**src/rtl/freq_pkg.sv**
```systemverilog
// Shared types and constants for the frequency gate/capture front end.
package freq_pkg;

  localparam int NUM_DIGITS = 4;
  localparam int BCD_MAX    = 9;

  typedef logic [3:0] bcd_t;

  typedef enum logic {
    WARMUP,
    RUN
  } state_t;

endpackage

```
**src/rtl/freq_gate_capture_bcd_digit.sv**
```systemverilog
// Single BCD digit register with clear/load-one, ripple carry and saturate hold.
module bcd_digit
  import freq_pkg::*;
(
  input  logic clk,
  input  logic rst_n,
  input  logic clear,
  input  logic load_one,
  input  logic inc,
  input  logic sat_hold,
  output bcd_t q,
  output logic carry_out
);

  // Carry is raised whenever an increment arrives at 9, even while held,
  // so the top level can still see the over-range event.
  assign carry_out = inc & (q == bcd_t'(BCD_MAX));

  // Digit register: clear (optionally to one) wins over increment.
  always_ff @(posedge clk or negedge rst_n) begin
    if (!rst_n) begin
      q <= '0;
    end else if (clear) begin
      q <= load_one ? bcd_t'(1) : '0;
    end else if (inc && !sat_hold) begin
      q <= (q == bcd_t'(BCD_MAX)) ? '0 : q + 1'b1;
    end
  end

endmodule

```
**src/rtl/freq_gate_capture.sv**
```systemverilog
// Frequency measurement front end: synchronises eden, counts its rising edges
// in BCD over a fixed gate window and latches the result for display.
// Optional build macro FREQ_OVF_SAT_EN: live count saturates at 9999 instead
// of wrapping modulo 10000 (overflow is flagged either way).
module freq_gate_capture
  import freq_pkg::*;
#(
  parameter int GATE_CYCLES = 50000000,
  parameter int SYNC_STAGES = 2
) (
  input  logic       clk,
  input  logic       reset_n,
  input  logic       eden,
  output logic [3:0] dig0,
  output logic [3:0] dig1,
  output logic [3:0] dig2,
  output logic [3:0] dig3,
  output logic       valid,
  output logic       overflow
);

  localparam int TW = $clog2(GATE_CYCLES + 1);
  localparam int WW = $clog2(SYNC_STAGES + 2);
  localparam logic [TW-1:0] TIMER_LAST = TW'(GATE_CYCLES - 1);
  localparam logic [WW-1:0] WARM_LAST  = WW'(SYNC_STAGES);

  logic [SYNC_STAGES-1:0] sync_q;
  logic                   prev_q;
  logic                   rise;
  state_t                 state_q, state_d;
  logic [WW-1:0]          warm_q;
  logic [TW-1:0]          timer_q;
  logic                   terminal;
  logic                   count_en;
  logic [NUM_DIGITS:0]    chain;
  logic                   sat_hold;
  logic                   sticky_q;
  bcd_t [NUM_DIGITS-1:0]  live;
  bcd_t [NUM_DIGITS-1:0]  hold_q;
  logic                   valid_q;
  logic                   overflow_q;

  // Input synchroniser followed by the edge-detect history flop.
  always_ff @(posedge clk or negedge reset_n) begin
    if (!reset_n) begin
      sync_q <= '0;
      prev_q <= 1'b0;
    end else begin
      sync_q <= {sync_q[SYNC_STAGES-2:0], eden};
      prev_q <= sync_q[SYNC_STAGES-1];
    end
  end

  assign rise = sync_q[SYNC_STAGES-1] & ~prev_q;

  // FSM state register.
  always_ff @(posedge clk or negedge reset_n) begin
    if (!reset_n) state_q <= WARMUP;
    else          state_q <= state_d;
  end

  // Next state plus terminal/count qualifiers; WARMUP ignores edges.
  always_comb begin
    state_d  = state_q;
    terminal = 1'b0;
    count_en = 1'b0;
    case (state_q)
      WARMUP: if (warm_q == WARM_LAST) state_d = RUN;
      RUN: begin
        terminal = (timer_q == TIMER_LAST);
        count_en = ~terminal;
      end
      default: state_d = WARMUP;
    endcase
  end

  // Warm-up length counter and gate timer (timer idles at 0 until RUN).
  always_ff @(posedge clk or negedge reset_n) begin
    if (!reset_n) begin
      warm_q  <= '0;
      timer_q <= '0;
    end else if (state_q == WARMUP) begin
      warm_q  <= warm_q + 1'b1;
    end else begin
      timer_q <= terminal ? '0 : timer_q + 1'b1;
    end
  end

`ifdef FREQ_OVF_SAT_EN
  assign sat_hold = (live == {NUM_DIGITS{bcd_t'(BCD_MAX)}});
`else
  assign sat_hold = 1'b0;
`endif

  // Edges on the terminal cycle reload the counter to one rather than
  // incrementing, so each edge lands in exactly one window.
  assign chain[0] = count_en & rise;

  for (genvar g = 0; g < NUM_DIGITS; g++) begin : g_digit
    bcd_digit u_digit (
      .clk       (clk),
      .rst_n     (reset_n),
      .clear     (terminal),
      .load_one  ((g == 0) ? rise : 1'b0),
      .inc       (chain[g]),
      .sat_hold  (sat_hold),
      .q         (live[g]),
      .carry_out (chain[g+1])
    );
  end

  // Sticky overflow for the live window: set on carry out of the top digit.
  always_ff @(posedge clk or negedge reset_n) begin
    if (!reset_n)                sticky_q <= 1'b0;
    else if (terminal)           sticky_q <= 1'b0;
    else if (chain[NUM_DIGITS])  sticky_q <= 1'b1;
  end

  // Hold registers and valid pulse, updated only at window end.
  always_ff @(posedge clk or negedge reset_n) begin
    if (!reset_n) begin
      hold_q     <= '0;
      overflow_q <= 1'b0;
      valid_q    <= 1'b0;
    end else begin
      valid_q <= terminal;
      if (terminal) begin
        hold_q     <= live;
        overflow_q <= sticky_q;
      end
    end
  end

  assign dig0     = hold_q[0];
  assign dig1     = hold_q[1];
  assign dig2     = hold_q[2];
  assign dig3     = hold_q[3];
  assign valid    = valid_q;
  assign overflow = overflow_q;

endmodule
```
**config.mk**
```make
export PLATFORM = sky130hd
export DESIGN_NAME = freq_gate_capture
export DESIGN_NICKNAME = d
export VERILOG_FILES = /design/src/rtl/freq_pkg.sv /design/src/rtl/freq_gate_capture_bcd_digit.sv /design/src/rtl/freq_gate_capture.sv
export SDC_FILE = /design/constraint.sdc
export NUM_CORES = 1
export LEC_CHECK = 0
export BUFFER_PORTS_ARGS = -buffer_cell sky130_fd_sc_hd__buf_2
export CAP_MARGIN = 20
export CORE_MARGIN = 4
export CORE_UTILIZATION = 65
export DETAILED_ROUTE_END_ITERATION = 12
export PLACE_DENSITY = 0.94
export SLEW_MARGIN = 20
export SYNTH_ARGS = -nofsm -noshare
export SYNTH_HDL_FRONTEND = slang
export SYNTH_SLANG_ARGS = --single-unit
export TNS_END_PERCENT = 20
```
**constraint.sdc**
```tcl
create_clock -name clk -period 4.8 [get_ports clk]
set_input_delay 1.2 -clock clk [delete_from_list [all_inputs] [get_ports clk]]
set_output_delay 1.2 -clock clk [all_outputs]
set_load 0.1 [all_outputs]
```
Word level (Yosys, flattened, before mapping)
Cells that the tools add are included.
- add/sub/neg operators: 6
- multiply operators: 0
- div/mod/pow operators: 0
- magnitude comparators: 0
- equality and inequality tests: 6
- shift operators: 0
- multiplexer cells: 20
- bitwise gates (word level): 8
- reduce and logical (&&, ||, !) cells: 5
- operator list (cell ; number):
    $mux W4 ; 12
    $add A26 B1 Y26 const B ; 1
    $eq A26 B26 Y1 const B ; 1
    $mux W26 ; 1
    $add A4 B1 Y4 const B ; 4
    $eq A4 B4 Y1 const B ; 4
    $reduce_bool A2 Y1 ; 5
    $mux W1 ; 7
    $and A1 B1 Y1 ; 6
    $add A2 B1 Y2 const B ; 1
    $eq A2 B2 Y1 const B ; 1
    $not A1 Y1 ; 2
- register bits: 67
- bits in latches: 0
- bits in writable memories: 0
- bits in read-only memories: 0
- input port bits: 3
- logic and storage cells: 61
- memories: 0

Logic depth before layout (Yosys ltp)
Gate-level depths: netlist (run 1).
- depth in word-level cells: 10
- gate-level depth with buffers: 8
- depth with buffers taken out: 6

Hierarchy
Synthesis (run 1) repeated with hierarchy kept, for this count alone.
- cell total of the unflattened synthesis: 306
- area, all modules: 3315.7 um2
- modules (own cells, without submodules) (module ; instances ; cells an instance ; area an instance (um2)):
    freq_gate_capture ; 1 ; 198 ; 2289.7
    bcd_digit ; 4 ; 27 ; 256.5

Least setup slack after synthesis (run 1)
No wires, ideal clock.
- path kind: flip-flop to output port
- from: reg hold_q (netlist bit dig0[0])
- to: out dig0[0]
- arrival: 0.897 ns
- data required time: 3.600 ns
- setup slack: 2.703 ns
- cell stages (with the launch flop): 1
- path through: dfrtp_1
- RTL lines (what ; RTL line ; source):
    start: declaration ; freq_gate_capture.sv:39 ; bcd_t [NUM_DIGITS-1:0] hold_q;
    start signal: assignment ; freq_gate_capture.sv:128 ; hold_q <= live;
    end: declaration ; freq_gate_capture.sv:14 ; output logic [3:0] dig0,
No word-level cell between the ends.

Final worst setup path (run 1)
- from: reg timer_q[9]
- to: reg g_digit[1].u_digit.q[0]
- longest elaborated chain between the ends: 6
- elaborated cells on any way between the ends: 8
- RTL lines (what ; RTL line ; source):
    start: declaration ; freq_gate_capture.sv:32 ; logic [TW-1:0] timer_q;
    start signal: assignment ; freq_gate_capture.sv:85 ; timer_q <= terminal ? '0 : timer_q + 1'b1;
    $eq A26 B26 Y1 (*) ; freq_gate_capture.sv:70 ; terminal = (timer_q == TIMER_LAST);
    $not A1 Y1 ; freq_gate_capture.sv:71 ; count_en = ~terminal;
    $mux W1 ; freq_gate_capture.sv:67 ; case (state_q)
    $and A1 B1 Y1 ; freq_gate_capture.sv:97 ; assign chain[0] = count_en & rise;
    $and A1 B1 Y1 ; freq_gate_capture_bcd_digit.sv:17 ; assign carry_out = inc & (q == bcd_t'(BCD_MAX));
    $reduce_bool A2 Y1 (no line) ; n/a ;
    end signal: assignment ; freq_gate_capture_bcd_digit.sv:24 ; q <= load_one ? bcd_t'(1) : '0;
    end signal: assignment ; freq_gate_capture_bcd_digit.sv:26 ; q <= (q == bcd_t'(BCD_MAX)) ? '0 : q + 1'b1;
    end: declaration ; freq_gate_capture_bcd_digit.sv:11 ; output bcd_t q,
Every way passes the cells marked *; elsewhere a longest branch is shown, timed or not.
A chain may end at the register's enable or synchronous reset.

==> impl_metrics.py, run 1 <==
metrics = {
    "power_and_ir_drop": {
        "p_leak_nw": 1.677,
        "p_seq_share_pct": 52.6,
        "internal_power_mw": 0.9145,
        "clock_power_share_pct": 41.3,
        "power.combinational.fraction_pct": 6.1,
        "switching_share_pct": 23.18,
        "cellPowerDensity_nw_per_um2": 332.2,
        "p_switching_mw": 0.2759,
        "vdd_ir_drop_max_mv": 0.2156,
    },
    "sta": {
        "worst-slew-pin-transition_ns": 0.9422,
        "post-route-min-period_ns": 2.693,
        "final_min_period_over_clock_period_pct": 56.11,
        "timing.slew.headroom_pct": 37.01,
        "clock.fmax_mhz": 371.3,
        "final.setup.tns_ns": 0,
        "final_hold_viol_count": 0,
        "hold_ws_ns": 0.3680,
        "drv_slew": 0,
        "finalSetupViolations": 0,
        "clock-skew-final_ns": 0.004329,
        "rsz0062_at_grt": "no",
    },
    "logic_synthesis": {
        "syn_avg_cell_area_sq_um": 10.05,
        "post_synth_main_area_contributors": "sky130_fd_sc_hd__dfrtp_1 (51%), sky130_fd_sc_hd__nand2_1 (7.6%), sky130_fd_sc_hd__xnor2_1 (3.2%)",
        "synthDistinctLibCells": 53,
        "synth.yosys.warnings": 0,
        "synth.cells.most_frequent": "sky130_fd_sc_hd__dfrtp_1 (67), sky130_fd_sc_hd__nand2_1 (66), sky130_fd_sc_hd__nor2_1 (22), sky130_fd_sc_hd__nand3_1 (14), sky130_fd_sc_hd__xnor2_1 (12)",
        "yosys_top_cell_by_area": "sky130_fd_sc_hd__dfrtp_1",
        "synth_enable_flop_cells": 0,
        "yosysTopAreaCellShare_pct": 51.32,
        "yosysMostFrequentCell": "sky130_fd_sc_hd__dfrtp_1",
        "postSynthCellCount": 325,
        "synthesis.area_sq_um": 3267,
        "postSynthRegisterBits": 67,
        "synth_async_sr_flop_share_pct": 100.0,
        "ys_seq_area_share_pct": 51.32,
        "synth_flop_cell": "sky130_fd_sc_hd__dfrtp_1",
        "synth.net_count": 330,
    },
    "clock_tree": {
        "tritoncts": "built",
        "clock_sink_count": 67,
        "ctsRootBufferMaster": "sky130_fd_sc_hd__clkbuf_8",
        "cts_setup_buffers": 0,
        "number_of_buffers_inserted_during_clock_tree_synthesis": 9,
        "htree_levels": 3,
        "postCtsHoldBufs": 0,
        "cts.path.max_buffers": 2,
        "clk-insertion-delay-late_ns": 0.34,
        "cts-resized-gates": 0,
        "clk_pin_slew_ns": 0.07,
    },
    "critical_path": {
        "worstPathRequired_ns": 5.00,
        "worstSetupPathType": "register to register",
        "critical_path.endpoint_type": "register",
        "start_kind": "register",
        "worst-path-max-fanout": 25,
        "worst-endpoint-arrival_ns": 2.89,
    },
    "job": {
        "max_cap_violations": 0,
    },
    "die": {
        "row_count": 25,
        "core_region_area_sq_um": 4786,
        "ioPinCount": 21,
        "die-width_microns": 78.90,
        "die_height_microns": 78.90,
        "floorplan.initialDensity_pct": 68.26,
        "die-area_sq_um": 6224,
    },
    "route": {
        "wirelength_microns": 6641,
        "routed_via_count": 2484,
        "detail-route-antenna-nets": 0,
        "route.detailed.drc": 0,
        "route.detailed.wl_per_inst_microns": 15.93,
        "detail_route.iter0.violations": 177,
        "vias_per_cell": 5.957,
        "drt-pass1-iter-count": 5,
    },
    "global_route": {
        "gr-usage-all-layers_pct": 24.60,
        "grt_first_pass_wirelength_microns": 11800,
        "grt_overflow_total": 0,
        "grt_start_max_net_pins": 38,
        "via_count_of_the_first_global_routing_pass": 2537,
        "grt_antenna_before_repair": 0,
    },
    "placement": {
        "port-buffer-count": 20,
        "detailed_placement_hpwl_microns": 4402,
        "place.gp.congestion": 0.9129,
    },
    "final_layout": {
        "n_antenna_cell": 0,
        "area.sequential_sq_um": 1677,
        "filler_cell_count": 324,
        "area_growth_syn_to_layout_pct": 9.690,
        "fraction_of_layout_instances_using_a_drive_strength_above_1_pct": 17.14,
        "multi_input_area_sq_um": 1454,
        "final_stage_net_count": 351,
    },
    "run_status": {
        "run_status": "completed",
    },
    "worst_hold_path": {
        "worst_hold_path_class": "register to register",
    },
}
-- cells by family (layout without fill, tap and decap cells) --
kind of cell	after synthesis	after routing	synth area share [%]
AND/OR/NAND/NOR	167	167	28.00
flip-flops	67	67	51.32
AO/OA/AOI/OAI	39	39	8.196
XOR/XNOR	23	23	6.166
buffers and inverters	23	48	4.174
multiplexers	4	4	1.379
adder cells (fa/ha/maj)	2	2	0.7659
-- power by group through the flow --
stage | registers [mW] | logic (mW) | clock network [mW]
final | 0.626 | 0.0727 | 0.492
after global routing | 0.630 | 0.0831 | 0.527
after CTS | 0.625 | 0.0741 | 0.500
after detailed placement | 0.634 | 0.0738 | 0
after global placement | 0.632 | 0.0679 | 0
after floorplan | 0.625 | 0.0515 | 0
-- registers in the layout, summed over array words and instances, names as in the netlist, 2 cells and up --
signal / flops
dig2: 4
dig3: 4
g_digit.u_digit.q: 16
timer_q: 26
dig1: 4
warm_q: 2
sync_q: 2
dig0: 4
-- worst paths after layout --
check / slack, ns / endpoint / depth (start not counted) / start
worst min register to register: 0.37 / sync_q[1] / 0 / sync_q[0]
worst min-delay path: 0.37 / sync_q[1] / 0 / sync_q[0]
max in group asynchronous: 2.96 / timer_q[24] / 2 / reset_n
min in group asynchronous: 0.95 / timer_q[25] / 1 / reset_n
worst max register to register: 2.11 / g_digit[1].u_digit.q[0] / 5 / timer_q[9]
worst max-delay path: 2.11 / g_digit[1].u_digit.q[0] / 5 / timer_q[9]
-- layout make-up --
| cell class | instances | share of cell area [%] |
|---|---|---|
| flip-flops and latches | 67 | 46.79 |
| multi-input cells | 235 | 40.57 |
| clock buffers | 14 | 5.098 |
| repair buffers | 22 | 3.212 |
| well taps | 67 | 2.339 |
| inverters | 11 | 1.152 |
| clock inverters | 1 | 0.8380 |
-- placed cells by master (no fill, tap or decap), types with 6 or more instances in the layout --
master	n
sky130_fd_sc_hd__a21oi_1	6
sky130_fd_sc_hd__buf_2	20
sky130_fd_sc_hd__clkbuf_8	13
sky130_fd_sc_hd__dfrtp_1	67
sky130_fd_sc_hd__inv_1	11
sky130_fd_sc_hd__nand2_1	66
sky130_fd_sc_hd__nand3_1	14
sky130_fd_sc_hd__nand4_1	9
sky130_fd_sc_hd__nor2_1	22
sky130_fd_sc_hd__nor2b_1	7
sky130_fd_sc_hd__o211ai_1	6
sky130_fd_sc_hd__o21ai_0	6
sky130_fd_sc_hd__xnor2_1	12
sky130_fd_sc_hd__xor2_1	11
-- layer usage --
| layer | global-route usage, % | wire (microns) | vias up |
|---|---|---|---|
| li1 | - | - | 1170 |
| met3 | 7.710 | 386 | 18 |
| met5 | 0 | 0 | - |
| met4 | 10.48 | 143 | 0 |
| met2 | 40.41 | 3308 | 88 |
| met1 | 30.08 | 2803 | 1208 |
-- worst max-delay path, cell delays in order (launching register included) --
cell	delay (ns)
sky130_fd_sc_hd__dfrtp_1	0.42
sky130_fd_sc_hd__or4_4	0.56
sky130_fd_sc_hd__nor4_4	0.35
sky130_fd_sc_hd__nand3_1	0.72
sky130_fd_sc_hd__o211ai_1	0.36
sky130_fd_sc_hd__o31ai_1	0.13
-- metrics by stage --
step                utilization [%]  setup WS (ns)  cell area [sq um]  instances  power, mW
finish                        74.88          2.107               3583        417      1.190
floorplan                         -          2.703               3267        325     0.6763
global route                  74.88          1.847               3583        417      1.240
global placement              70.43          2.297               3371        402     0.7003
detailed placement            70.43          2.145               3371        402     0.7081
CTS                           74.88          2.114               3583        417      1.199
Note: power is estimated with default switching activity, not from simulation.
==> run 2: changes to the inputs <==
Settings changed: CORE_UTILIZATION 65 to 54, PLACE_DENSITY 0.94 to 0.84.
Clock period 4.8 ns to 2.42 ns, I/O delays scaled along.
==> run 2 against run 1 <==
  * First-iteration DRC count grew 5.6%
  * Largest power group unchanged
  * Setup slack lost 1.9 ns
  * Clock skew grew 0.0030 ns
  * Utilization shrank 12 points
==> impl_metrics.py, run 2 (synthesis gave the netlist of run 1 again) <==
metrics = {
    "final_layout": {
        "fraction_of_layout_instances_using_a_drive_strength_above_1_pct": 19.78,
        "regMostFlops": "timer_q",
        "area_growth_syn_to_layout_pct": 13.37,
        "largest_registers": "timer_q: 26 flops, g_digit.u_digit.q: 16 flops",
        "mostFrequentLayoutCells": "sky130_fd_sc_hd__dfrtp_1 (67), sky130_fd_sc_hd__nand2_1 (66), sky130_fd_sc_hd__nor2_1 (22), sky130_fd_sc_hd__buf_2 (20), sky130_fd_sc_hd__nand3_1 (14)",
        "n_antenna_cell": 0,
        "final_area_sq_um": 3704,
        "most_common_library_cell_in_the_layout_ignoring_fill_and_taps": "sky130_fd_sc_hd__dfrtp_1",
        "largest_reg_flops": 26,
        "final_stage_net_count": 359,
    },
    "critical_path": {
        "critical_path.reg2reg.startpoint": "timer_q[9]",
        "cp_cell_sequence": "or4_4, nor4_4, nand2_1, nand3b_1, a21bo_2",
        "start_kind": "register",
        "cpMaxStageDelayCell": "sky130_fd_sc_hd__or4_4",
        "timing.rr.end": "g_digit[3].u_digit.q[2]",
        "worstPathRequired_ns": 2.65,
        "worstSetupPathType": "register to register",
        "worst-endpoint-arrival_ns": 2.49,
        "setup_slack_on_the_worst_flop_to_flop_path_ns": 0.17,
        "critical_path.endpoint_type": "register",
        "ff2ff_path_depth": 5,
        "cp_slowest_stage_delay_ns": 0.57,
        "worst-path-max-fanout": 14,
    },
    "die": {
        "die_height_microns": 85.78,
        "die-area_sq_um": 7358,
        "ioPinCount": 21,
        "die-width_microns": 85.78,
        "row_count": 28,
        "floorplan.initialDensity_pct": 55.51,
        "core_region_area_sq_um": 5886,
    },
    "sta": {
        "drv_slew": 0,
        "fin_ws_ns": 0.1652,
        "rsz0062_at_grt": "no",
        "final_min_period_over_clock_period_pct": 93.18,
        "worst-slew-pin-transition_ns": 0.6253,
        "finalSetupViolations": 0,
        "post-route-min-period_ns": 2.255,
        "final_hold_viol_count": 0,
        "clock-skew-final_ns": 0.007281,
        "timing.slew.headroom_pct": 58.31,
        "final.setup.tns_ns": 0,
        "clock.fmax_mhz": 443.5,
    },
    "clock_tree": {
        "postCtsHoldBufs": 0,
        "number_of_buffers_inserted_during_clock_tree_synthesis": 9,
        "tritoncts": "built",
        "htree_levels": 3,
        "ctsRootBufferMaster": "sky130_fd_sc_hd__clkbuf_8",
        "cts.path.max_buffers": 2,
        "clk_pin_slew_ns": 0.08,
        "clk-insertion-delay-late_ns": 0.34,
        "clock_sink_count": 67,
    },
    "power_and_ir_drop": {
        "p_leak_nw": 1.750,
        "cellPowerDensity_nw_per_um2": 678.8,
        "vdd_ir_drop_max_mv": 0.4431,
    },
    "route": {
        "drt-pass1-iter-count": 4,
        "vias_per_cell": 5.546,
        "route.detailed.drc": 0,
        "routed_via_count": 2407,
        "route.detailed.wl_per_inst_microns": 14.82,
        "wirelength_microns": 6431,
        "detail-route-antenna-nets": 0,
        "detail_route.iter0.violations": 187,
    },
    "global_route": {
        "via_count_of_the_first_global_routing_pass": 2464,
        "globalRoute.busiestLayer": "met2",
        "grt_overflow_total": 0,
        "grt_start_max_net_pins": 41,
        "grt_first_pass_wirelength_microns": 11350,
        "gr-usage-all-layers_pct": 19.60,
        "global_route.usage.met1_pct": 24.84,
        "grt_antenna_before_repair": 0,
        "globalRouteMet2Util_pct": 31.85,
        "use_met3_pct": 5.668,
    },
    "placement": {
        "place.gp.congestion": 0.9086,
        "detailed_placement_hpwl_microns": 4529,
        "port-buffer-count": 20,
        "post_dp_cell_area_sq_um": 3453,
        "detailedPlace.worstSlack_ns": 0.1352,
    },
    "job": {
        "max_cap_violations": 0,
    },
    "worst_hold_path": {
        "worst_hold_path_class": "primary input to async pin",
    },
    "run_status": {
        "run_status": "completed",
    },
}
==> run 2: cell types whose count changed in the layout (fill, tap and decap cells not counted), sizes merged <==
cell | before | now
clkinv | 0 | 3
buf | 22 | 30
clkinvlp | 0 | 1
bufinv | 1 | 3
clkbuf | 14 | 9
==> run 2: power breakdown <==
part	switching, mW	internal [mW]
Combinational	0.0823	0.0646
Clock	0.446	0.682
Sequential	0.0721	1.17
==> run 2: routing by layer <==
| layer | up-vias | share of wire, % | wire length [microns] |
|---|---|---|---|
| met5 | - | 0 | 0 |
| met4 | 0 | 1.7 | 108 |
| met3 | 12 | 4.0 | 259 |
| met2 | 55 | 49 | 3173 |
| met1 | 1153 | 45 | 2889 |
| li1 | 1187 | - | - |
==> run 2: per-stage QoR <==
stage | hold slack (ns) | util [%] | instances | power [mW]
after floorplan | 0.3094 | - | 325 | 1.341
after global placement | 0.3363 | 58.67 | 418 | 1.395
after detailed placement | 0.3441 | 58.67 | 418 | 1.407
after CTS | 0.2792 | 62.76 | 434 | 2.526
after global routing | 0.3153 | 62.93 | 434 | 2.613
final | 0.2704 | 62.93 | 434 | 2.514
==> run 2: timing repair <==
item,CTS,global route
gates resized for setup,0,2
buffers inserted,0,0
setup endpoints to repair,0,29
endpoints found under the hold margin,0,0
==> run 2: worst max-delay path by stage <==
stage / startpoint / end / slack (ns)
finish: timer_q[9] / g_digit[3].u_digit.q[2] / 0.17
global route: timer_q[9] / g_digit[3].u_digit.q[2] / 0.03
CTS: timer_q[9] / g_digit[3].u_digit.q[1] / 0.14
detailed placement: timer_q[9] / timer_q[13] / 0.14
global placement: timer_q[9] / dig3[2] / 0.24
floorplan: timer_q[9] / g_digit[3].u_digit.q[1] / 0.42
==> run 2: worst max-delay path, delay by kind of cell, from the launching register on <==
family | cells | cell delay (ns)
flip-flops | 1 | 0.44
AO/OA/AOI/OAI | 1 | 0.23
AND/OR/NAND/NOR | 4 | 1.49
==> run 2: area by class of cell <==
cell class	count	area (sq um)
multi-input combinational	235	1464
clock inverter	7	116.4
fill	460	2182
sequential	67	1677
inverter	11	41.29
clock buffer	9	123.9
timing repair buffer	30	187.7
tap	75	93.84
==> run 3: changes to the inputs <==
Settings changed: REMOVE_ABC_BUFFERS set to 1.
==> run 3 against run 2 <==
  * Non-clock buffer count is the same
  * Clock skew grew 0.0046 ns
  * Fmax grew 0.32%
  * Critical path depth grew 1
  * Via count grew 0.79%
  * Count of clock-buffer cells in the layout grew 2
  * Final cell count is the same
  * Wire length shrank 0.62%
  * Critical path type unchanged
  * Highest routed layer unchanged
==> impl_metrics.py, run 3 (synthesis gave the netlist of run 1 again) <==
metrics = {
    "clock_tree": {
        "clock_sink_count": 67,
        "cts.path.max_buffers": 2,
        "tritoncts": "built",
        "cts-resized-gates": 0,
        "htree_levels": 3,
        "ctsRootBufferMaster": "sky130_fd_sc_hd__clkbuf_8",
        "clk_pin_slew_ns": 0.07,
        "clk-insertion-delay-late_ns": 0.34,
        "number_of_buffers_inserted_during_clock_tree_synthesis": 9,
    },
    "placement": {
        "port-buffer-count": 20,
        "place.gp.congestion": 0.8121,
        "detailed_placement_hpwl_microns": 4363,
        "post_dp_cell_area_sq_um": 3453,
        "numPlacedInstances": 418,
    },
    "sta": {
        "final.setup.tns_ns": 0,
        "worst-slew-pin-transition_ns": 0.5650,
        "clock-skew-final_ns": 0.01193,
        "finalSetupViolations": 0,
        "clock.fmax_mhz": 444.9,
        "drv_slew": 0,
        "final_hold_viol_count": 0,
        "final_min_period_over_clock_period_pct": 92.87,
        "rsz0062_at_grt": "yes",
        "timing.slew.headroom_pct": 62.34,
        "post-route-min-period_ns": 2.248,
    },
    "route": {
        "detail_route.iter0.violations": 106,
        "drt-pass1-iter-count": 5,
        "route.detailed.drc": 0,
        "detail-route-antenna-nets": 0,
        "wirelength_microns": 6391,
        "routed_via_count": 2426,
        "route.detailed.wl_per_inst_microns": 14.73,
        "vias_per_cell": 5.590,
    },
    "power_and_ir_drop": {
        "internal_power_mw": 1.652,
        "p_switching_mw": 0.5812,
        "p_seq_share_pct": 55.5,
        "vdd_ir_drop_max_mv": 0.3594,
        "cellPowerDensity_nw_per_um2": 614.9,
        "design_power_total_mw": 2.234,
        "p_leak_nw": 1.708,
        "clock_power_share_pct": 37.9,
        "power.combinational.fraction_pct": 6.7,
        "switching_share_pct": 26.02,
    },
    "critical_path": {
        "critical_path.endpoint_type": "register",
        "worstPathRequired_ns": 2.66,
        "setup_slack_on_the_worst_flop_to_flop_path_ns": 0.17,
        "cp_cell_sequence": "or4_4, nor4_4, and2_1, buf_4, o211ai_1, o41ai_1",
        "worst-path-max-fanout": 11,
        "cp-startpoint": "timer_q[9]",
        "critical_path.reg2reg.startpoint": "timer_q[9]",
        "cp_bufs_invs": 1,
        "worstSetupPathType": "register to register",
        "cpMaxStageDelayCell": "sky130_fd_sc_hd__or4_4",
        "timing.rr.end": "g_digit[2].u_digit.q[1]",
        "worst-endpoint-arrival_ns": 2.49,
        "cp-endpoint": "g_digit[2].u_digit.q[1]",
        "cp_slowest_stage_delay_ns": 0.56,
        "ff2ff_path_depth": 6,
        "start_kind": "register",
        "path_depth": 6,
        "worst_path_dominant_cell_family": "simple AND/OR/NAND/NOR gates",
    },
    "global_route": {
        "via_count_of_the_first_global_routing_pass": 2294,
        "gr-usage-all-layers_pct": 18.91,
        "grt_first_pass_wirelength_microns": 11000,
        "grt_antenna_before_repair": 0,
        "grt_start_max_net_pins": 45,
        "grt_overflow_total": 0,
    },
    "final_layout": {
        "mostFrequentLayoutCells": "sky130_fd_sc_hd__dfrtp_1 (67), sky130_fd_sc_hd__nand2_1 (66), sky130_fd_sc_hd__nor2_1 (22), sky130_fd_sc_hd__buf_2 (20), sky130_fd_sc_hd__nand3_1 (14)",
        "n_antenna_cell": 0,
        "count_of_non_filler_cells_in_the_finished_layout": 434,
        "regMostFlops": "timer_q",
        "largest_registers": "timer_q: 26 flops, g_digit.u_digit.q: 16 flops",
        "area_growth_syn_to_layout_pct": 11.18,
        "final_area_sq_um": 3632,
        "largest_reg_flops": 26,
        "filler_cell_count": 486,
        "final_stage_net_count": 359,
        "fraction_of_layout_instances_using_a_drive_strength_above_1_pct": 19.50,
        "most_common_library_cell_in_the_layout_ignoring_fill_and_taps": "sky130_fd_sc_hd__dfrtp_1",
    },
    "worst_hold_path": {
        "worst_hold_path_class": "primary input to async pin",
    },
    "die": {
        "ioPinCount": 21,
        "die-width_microns": 85.78,
        "die-area_sq_um": 7358,
        "die_height_microns": 85.78,
        "floorplan.initialDensity_pct": 55.51,
        "core_region_area_sq_um": 5886,
        "row_count": 28,
    },
    "job": {
        "max_cap_violations": 0,
    },
    "run_status": {
        "run_status": "completed",
    },
}
-- run 3: how the worst min path moves through the flow --
stage	startpoint	end	slack [ns]	cells past startpoint
2_1_floorplan	reset_n	dig0[0]	0.31	0
3_3_place_gp	sync_q[0]	sync_q[1]	0.34	0
3_5_place_dp	sync_q[0]	sync_q[1]	0.34	0
4_1_cts	reset_n	dig2[2]	0.25	1
5_1_grt	reset_n	dig2[2]	0.28	1
6_report	reset_n	dig2[2]	0.24	1
-- run 3: area by class of cell --
class                           instances  area, sq um  share of cell area, %
Sequential cell                        67         1677                  46.16
Multi-Input combinational cell        235         1454                  40.03
Timing Repair Buffer                   30        187.7                  5.167
Clock buffer                           11        151.4                  4.168
Tap cell                               75        93.84                  2.584
Inverter                               11        41.29                  1.137
Clock inverter                          5        27.53                 0.7578
-- run 3: power groups by stage --
| stage | Combinational (mW) | Clock, mW | Sequential, mW |
|---|---|---|---|
| finish | 0.149 | 0.846 | 1.24 |
| global route | 0.172 | 0.920 | 1.25 |
| CTS | 0.151 | 0.859 | 1.24 |
| detailed placement | 0.149 | 0 | 1.26 |
| global placement | 0.143 | 0 | 1.25 |
| floorplan | 0.102 | 0 | 1.24 |
-- run 3: through the flow --
| stage | util [%] | hold WS [ns] | setup WS, ns |
|---|---|---|---|
| 3_3_place_gp | 58.67 | 0.3362 | 0.2551 |
| 2_1_floorplan | - | 0.3094 | -0.1022 |
| 3_5_place_dp | 58.67 | 0.3379 | 0.1714 |
| 6_report | 61.71 | 0.2444 | 0.1724 |
| 5_1_grt | 61.71 | 0.2764 | -0.001375 |
| 4_1_cts | 61.71 | 0.2542 | 0.1483 |
-- run 3: routing by layer --
metal	share of wire [%]	up-vias	GRT usage (%)
met2	47	30	28.32
li1	-	1192	-
met5	0	-	0
met1	49	1193	27.11
met3	2.4	11	4.419
met4	1.5	0	6.619
-- run 3: worst reg2reg max path, stage by stage (launching register included) --
cell                       delay, ns
sky130_fd_sc_hd__dfrtp_1        0.42
sky130_fd_sc_hd__or4_4          0.56
sky130_fd_sc_hd__nor4_4         0.35
sky130_fd_sc_hd__and2_1         0.37
sky130_fd_sc_hd__buf_4          0.24
sky130_fd_sc_hd__o211ai_1       0.12
sky130_fd_sc_hd__o41ai_1        0.09
-- run 3: timing repair --
action,CTS,global route
hold buffers,0,0
hold endpoints to repair,0,0
setup endpoints to repair,0,1
setup buffers,0,0
